[config.mk]
export PLATFORM = sky130hd
export DESIGN_NAME = cl_frame_sequencer
export DESIGN_NICKNAME = d
export VERILOG_FILES = /design/src/rtl/cl_frame_sequencer.sv
export SDC_FILE = /design/constraint.sdc
export NUM_CORES = 1
export LEC_CHECK = 0
export CAP_MARGIN = 0
export CORE_MARGIN = 3
export CORE_UTILIZATION = 55
export CTS_CLUSTER_DIAMETER = 50
export DETAILED_ROUTE_END_ITERATION = 8
export GPL_TIMING_DRIVEN = 0
export PLACE_DENSITY = 0.86
export SYNTH_ARGS = -nofsm -noshare
export SYNTH_HDL_FRONTEND = slang
export SYNTH_SLANG_ARGS = --single-unit
export TNS_END_PERCENT = 50
[constraint.sdc]
create_clock -name clk -period 3.4 [get_ports clk]
set_input_delay 0.68 -clock clk [delete_from_list [all_inputs] [get_ports clk]]
set_output_delay 0.68 -clock clk [all_outputs]
set_load 0.03 [all_outputs]
[src/rtl/cl_frame_sequencer.sv]
// cl_frame_sequencer -- Camera Link frame timing generator.
//
// Produces one frame per start pulse (or back-to-back frames while
// continuous=1): FV_LEAD lead words, V_ACTIVE lines of H_ACTIVE pixels
// separated by H_BLANK words, then V_BLANK all-zero words.
//
// Ports
//   clk, rst       clock, synchronous active-high reset
//   start          frame start request (honoured in IDLE only)
//   continuous     free-run: next frame follows frame_done with no gap
//   abort          stop immediately, no frame_done
//   test_pat       1: {line[7:0], col[15:0]} pattern, 0: pixels from pix_in
//   pix_in         external pixel, valid whenever pix_rd=1
//   pix_rd         pop strobe, 1 the cycle before each active word
//   cl_d           [23:0] pixel, [24] LVAL, [25] DVAL, [26] FVAL, [27] 0
//   busy           frame sequence in progress
//   frame_done     pulse with the last VBLANK word
module cl_frame_sequencer #(
  parameter int H_ACTIVE = 640,
  parameter int H_BLANK  = 32,
  parameter int V_ACTIVE = 480,
  parameter int V_BLANK  = 64,
  parameter int FV_LEAD  = 4
) (
  input  logic        clk,
  input  logic        rst,
  input  logic        start,
  input  logic        continuous,
  input  logic        abort,
  input  logic        test_pat,
  input  logic [23:0] pix_in,
  output logic        pix_rd,
  output logic [27:0] cl_d,
  output logic        busy,
  output logic        frame_done
);

  localparam logic [15:0] LEAD_LAST = 16'(FV_LEAD - 1);
  localparam logic [15:0] COL_LAST  = 16'(H_ACTIVE - 1);
  localparam logic [15:0] HB_LAST   = 16'(H_BLANK - 1);
  localparam logic [15:0] LINE_LAST = 16'(V_ACTIVE - 1);
  localparam logic [15:0] VB_LAST   = 16'(V_BLANK - 1);

  typedef enum logic [2:0] {IDLE, LEAD, ACTIVE, HBLANK, VBLANK} state_e;

  // state_q describes the word currently on cl_d; every registered output
  // is computed from the next state so it lines up with state_q.
  state_e      state_q, state_d;
  logic [15:0] cnt_q, cnt_d;    // position within LEAD/HBLANK/VBLANK
  logic [15:0] col_q, col_d;
  logic [15:0] line_q, line_d;
  logic        tp_q, tp_d;      // test_pat latched for the whole frame
  logic [27:0] cl_d_q, cl_d_d;
  logic        busy_q, busy_d;
  logic        done_q, done_d;

  // State and output registers
  always_ff @(posedge clk) begin
    if (rst) begin
      state_q <= IDLE;
      cnt_q   <= '0;
      col_q   <= '0;
      line_q  <= '0;
      tp_q    <= 1'b0;
      cl_d_q  <= '0;
      busy_q  <= 1'b0;
      done_q  <= 1'b0;
    end else begin
      state_q <= state_d;
      cnt_q   <= cnt_d;
      col_q   <= col_d;
      line_q  <= line_d;
      tp_q    <= tp_d;
      cl_d_q  <= cl_d_d;
      busy_q  <= busy_d;
      done_q  <= done_d;
    end
  end

  // Next-state and counter logic
  always_comb begin
    state_d = state_q;
    cnt_d   = cnt_q;
    col_d   = col_q;
    line_d  = line_q;
    tp_d    = tp_q;
    if (abort) begin
      state_d = IDLE;
      cnt_d   = '0;
      col_d   = '0;
      line_d  = '0;
    end else begin
      unique case (state_q)
        IDLE: if (start) begin
          state_d = LEAD;
          cnt_d   = '0;
          col_d   = '0;
          line_d  = '0;
          tp_d    = test_pat;
        end
        LEAD: if (cnt_q == LEAD_LAST) begin
          state_d = ACTIVE;
          col_d   = '0;
          line_d  = '0;
        end else cnt_d = cnt_q + 16'd1;
        ACTIVE: if (col_q == COL_LAST) begin
          // no HBLANK after the final line: straight into VBLANK
          state_d = (line_q == LINE_LAST) ? VBLANK : HBLANK;
          cnt_d   = '0;
        end else col_d = col_q + 16'd1;
        HBLANK: if (cnt_q == HB_LAST) begin
          state_d = ACTIVE;
          col_d   = '0;
          line_d  = line_q + 16'd1;
        end else cnt_d = cnt_q + 16'd1;
        VBLANK: if (cnt_q == VB_LAST) begin
          cnt_d  = '0;
          col_d  = '0;
          line_d = '0;
          if (continuous) begin
            state_d = LEAD;
            tp_d    = test_pat;
          end else state_d = IDLE;
        end else cnt_d = cnt_q + 16'd1;
        default: state_d = IDLE;
      endcase
    end
  end

  // Output decode (registered outputs take their _d here)
  always_comb begin
    cl_d_d = '0;
    unique case (state_d)
      LEAD, HBLANK: cl_d_d[26] = 1'b1;
      ACTIVE: begin
        cl_d_d[26:24] = 3'b111;
        cl_d_d[23:0]  = tp_d ? {line_d[7:0], col_d} : pix_in;
      end
      default: cl_d_d = '0;
    endcase
    busy_d = (state_d != IDLE);
    done_d = (state_d == VBLANK) && (cnt_d == VB_LAST);
    // Pop exactly when the next word is an external active pixel.
    pix_rd = !rst && (state_d == ACTIVE) && !tp_d;
  end

  assign cl_d       = cl_d_q;
  assign busy       = busy_q;
  assign frame_done = done_q;

endmodule

==> summary.md <==
| Metric | Value |
|---|---|
| Residual DRC | 0 |
| Vias/cell | 6.13 |
| Ratio of cells with drive above 1 in the final layout | 11.2% |
| Syn nets | 570 |
| Period utilization | 98.2% |
| NumNets Final | 642 |
| Worst setup EP type | output pin |
| Post-placement cell area | 4890 um^2 |
| Setup CP Type | flop to output pin |
| Crit path launch type | flop |
| WL/cell | 16.7 um |
| Layout area overhead | 26.4% |
| Vias in the first global route | 4,089 |
| Routed vias | 4,368 |
| FMAX | 0.299 GHz |
| Flop2flop setup slack | 200 ps |
| Cell area after synthesis | 4180 um^2 |
| Synthesized area per cell | 7.78 um^2 |
| Synth cell types | 62 |
| Worst Tran Pin Value | 941 ps |
| DRT antenna net count | 0 |
| Flops & latches, synth | 80 |
| Status | complete, no violations |
| TritonCTS clock tree | done |
| WL final | 11,900 um |
| Design Area, Final | 5280 um^2 |
| Yosys warning total | 0 |
| Seq/Total Area, Yosys | 38.3% |
| Clock Sinks | 80 |
| Arr. time, crit path | 2660 ps |
| RSZ-0062 raised after global routing | true |
| Antenna violations before repair | 0 |
| Ys flop type | dfxtp_1 |
| Synth area leaders | dfxtp_1 (38%), nor2_1 (9.0%), a211oi_1 (4.0%), o21ai_0 (4.0%), nand2_1 (3.6%) |
| Worst-Skew Late Latency | 370 ps |
| Num ports | 61 |
| Post-synth EDFFs | 0 |
| GRT Total Usage | 27.5% |
| Clk root buf | clkbuf_8 |
| Initial Util | 57.0% |
| Worst Path Required | 2720 ps |
| CP max FO | 5 |
| Pwr Density | 368 nW/um^2 |
| Drt first pass iters | 5 |
| Cells after synthesis | 537 |
| Commonest non-fill, non-tap cell in the layout | nor2_1 |
| Maxcap violations | 0 |
| FFs w/ async S/R, synth | 0% |
| Final Hold Fails | 0 |
| ANT cells | 0 |
| Clock slew at reported path FFs | 90 ps |
| Synth top area share | 38.3% |
| Fin util | 72.1% |
| Die width | 93.2 um |
| CTS buffer count | 9 |
| Final setup vio count | 0 |
| Die area | 8680 um^2 |
| Final Max Slew Viols | 0 |
| Total grt overflow | 0 |
| Clock skew | 11.5 ps |
| Most frequent cells in the layout | nor2_1 (98), dfxtp_1 (72), clkdlybuf4s50_1 (58) |
| Clock buffer depth | 2 |
| Min-Delay Path Class | flop to flop |
| First-pass GRT wire length | 19,100 um |
| Peak VDD IR | 0.300 mV |
| Row count | 31 |
| Die height | 93.2 um |
| Routed met2 length | 5530 um |
| Final Wtd Congestion | 0.983 |
| Initial DRC count | 574 |
| Area leader, netlist | dfxtp_1 |
| DP HPWL | 8470 um |
| Core Area | 7330 um^2 |
| Slew margin rel. | 36.8% |
| H-Tree Depth | 3 |
| M1 WL | 5060 um |
| Wire length on met3 | 1020 um |
| # port buffers | 59 |
| DR top layer | met4 |
| Final min period | 3340 ps |
| Pin count of the biggest net entering global routing | 15 |
| Static Leak | 1.81 nW |
==> timing repair <==
action / in CTS / in global routing
buffers inserted: 4 / 6
resized for setup: 22 / 12
hold buffers: 0 / 0
pin swaps: 6 / 5
endpoints found under the setup margin: 1 / 2
==> final cells by class <==
type / count / area, um^2
Inverter: 9 / 33.8
Timing Repair Buffer: 69 / 679
Sequential cell: 80 / 1620
Multi-Input combinational cell: 415 / 2470
Fill cell: 561 / 2050
Buffer: 25 / 113
Clock buffer: 10 / 128
Tap cell: 99 / 124
Clock inverter: 6 / 115
==> cell usage after synthesis, types with 8 or more instances <==
cell,n
a211oi_1,22
a21o_1,8
dfxtp_1,80
nand3_1,25
nand2_1,40
nand4_1,19
a21oi_1,29
o21ai_0,33
inv_1,8
clkbuf_1,20
nor2_1,100
nor3_1,15
xor2_1,9
==> through the flow <==
stage / TNS [ps] / hold WS (ps) / worst slack (ps) / total power [mW] / std cells
2_1_floorplan: 0 / 467 / 237 / 1.04 / 537
3_3_place_gp: -690 / 482 / -620 / 1.09 / 695
3_5_place_dp: -755 / 504 / -644 / 1.10 / 695
4_1_cts: 0 / 518 / 1.99 / 1.95 / 709
5_1_grt: -58.4 / 562 / -48.4 / 2.00 / 713
6_report: 0 / 512 / 59.5 / 1.94 / 713
==> cell families (layout without fill, tap and decap cells) <==
family | after synthesis | count (layout) | share of synthesized area [%]
simple gates | 257 | 257 | 30.8
compound gates | 136 | 136 | 21.6
flops | 80 | 80 | 38.3
buf+inv | 42 | 119 | 4.40
xor+xnor | 15 | 15 | 3.14
fa+ha+maj | 3 | 3 | 0.898
mux | 3 | 3 | 0.749
other cells | 1 | 1 | 0.0897
==> path summary, 6_finish.rpt <==
| kind | depth (start not counted) | startpoint | endpoint |
|---|---|---|---|
| setup / recovery | 7 | cnt_q[12] | pix_rd |
| hold / removal | 2 | line_q[11] | line_q[11] |
| setup reg to reg | 9 | state_q[0] | frame_done |
| hold reg to reg | 2 | line_q[11] | line_q[11] |
==> per-layer routing <==
layer	GRT usage, %	up-vias
met3	6.36	29
met5	0	-
met2	44.7	225
met4	8.91	0
li1	-	2091
met1	36.0	2023
==> state kept, by name, summed over array words and instances, names as in the netlist <==
register and cells:
frame_done 1, state_q 3, line_q 16, cl_d 26, busy 1, tp_q 1, col_q 16, cnt_q 16
==> report_power, final <==
part / leakage (nW) / total, mW / internal, mW / switching, mW
logic: 1.04 / 0.148 / 0.0634 / 0.0844
clock network: 0.117 / 0.857 / 0.493 / 0.364
registers: 0.649 / 0.939 / 0.937 / 0.00167
total: 1.81 / 1.94 / 1.49 / 0.450
==> worst max-delay path, stage by stage, from the launching register on <==
cell	delay [ps]
dfxtp_4	370
or4_4	580
nor4_4	310
and3_1	210
o211a_1	200
mux2_4	360
nor2_4	120
buf_6	140
No activity file was read; power rests on OpenSTA's default activity.
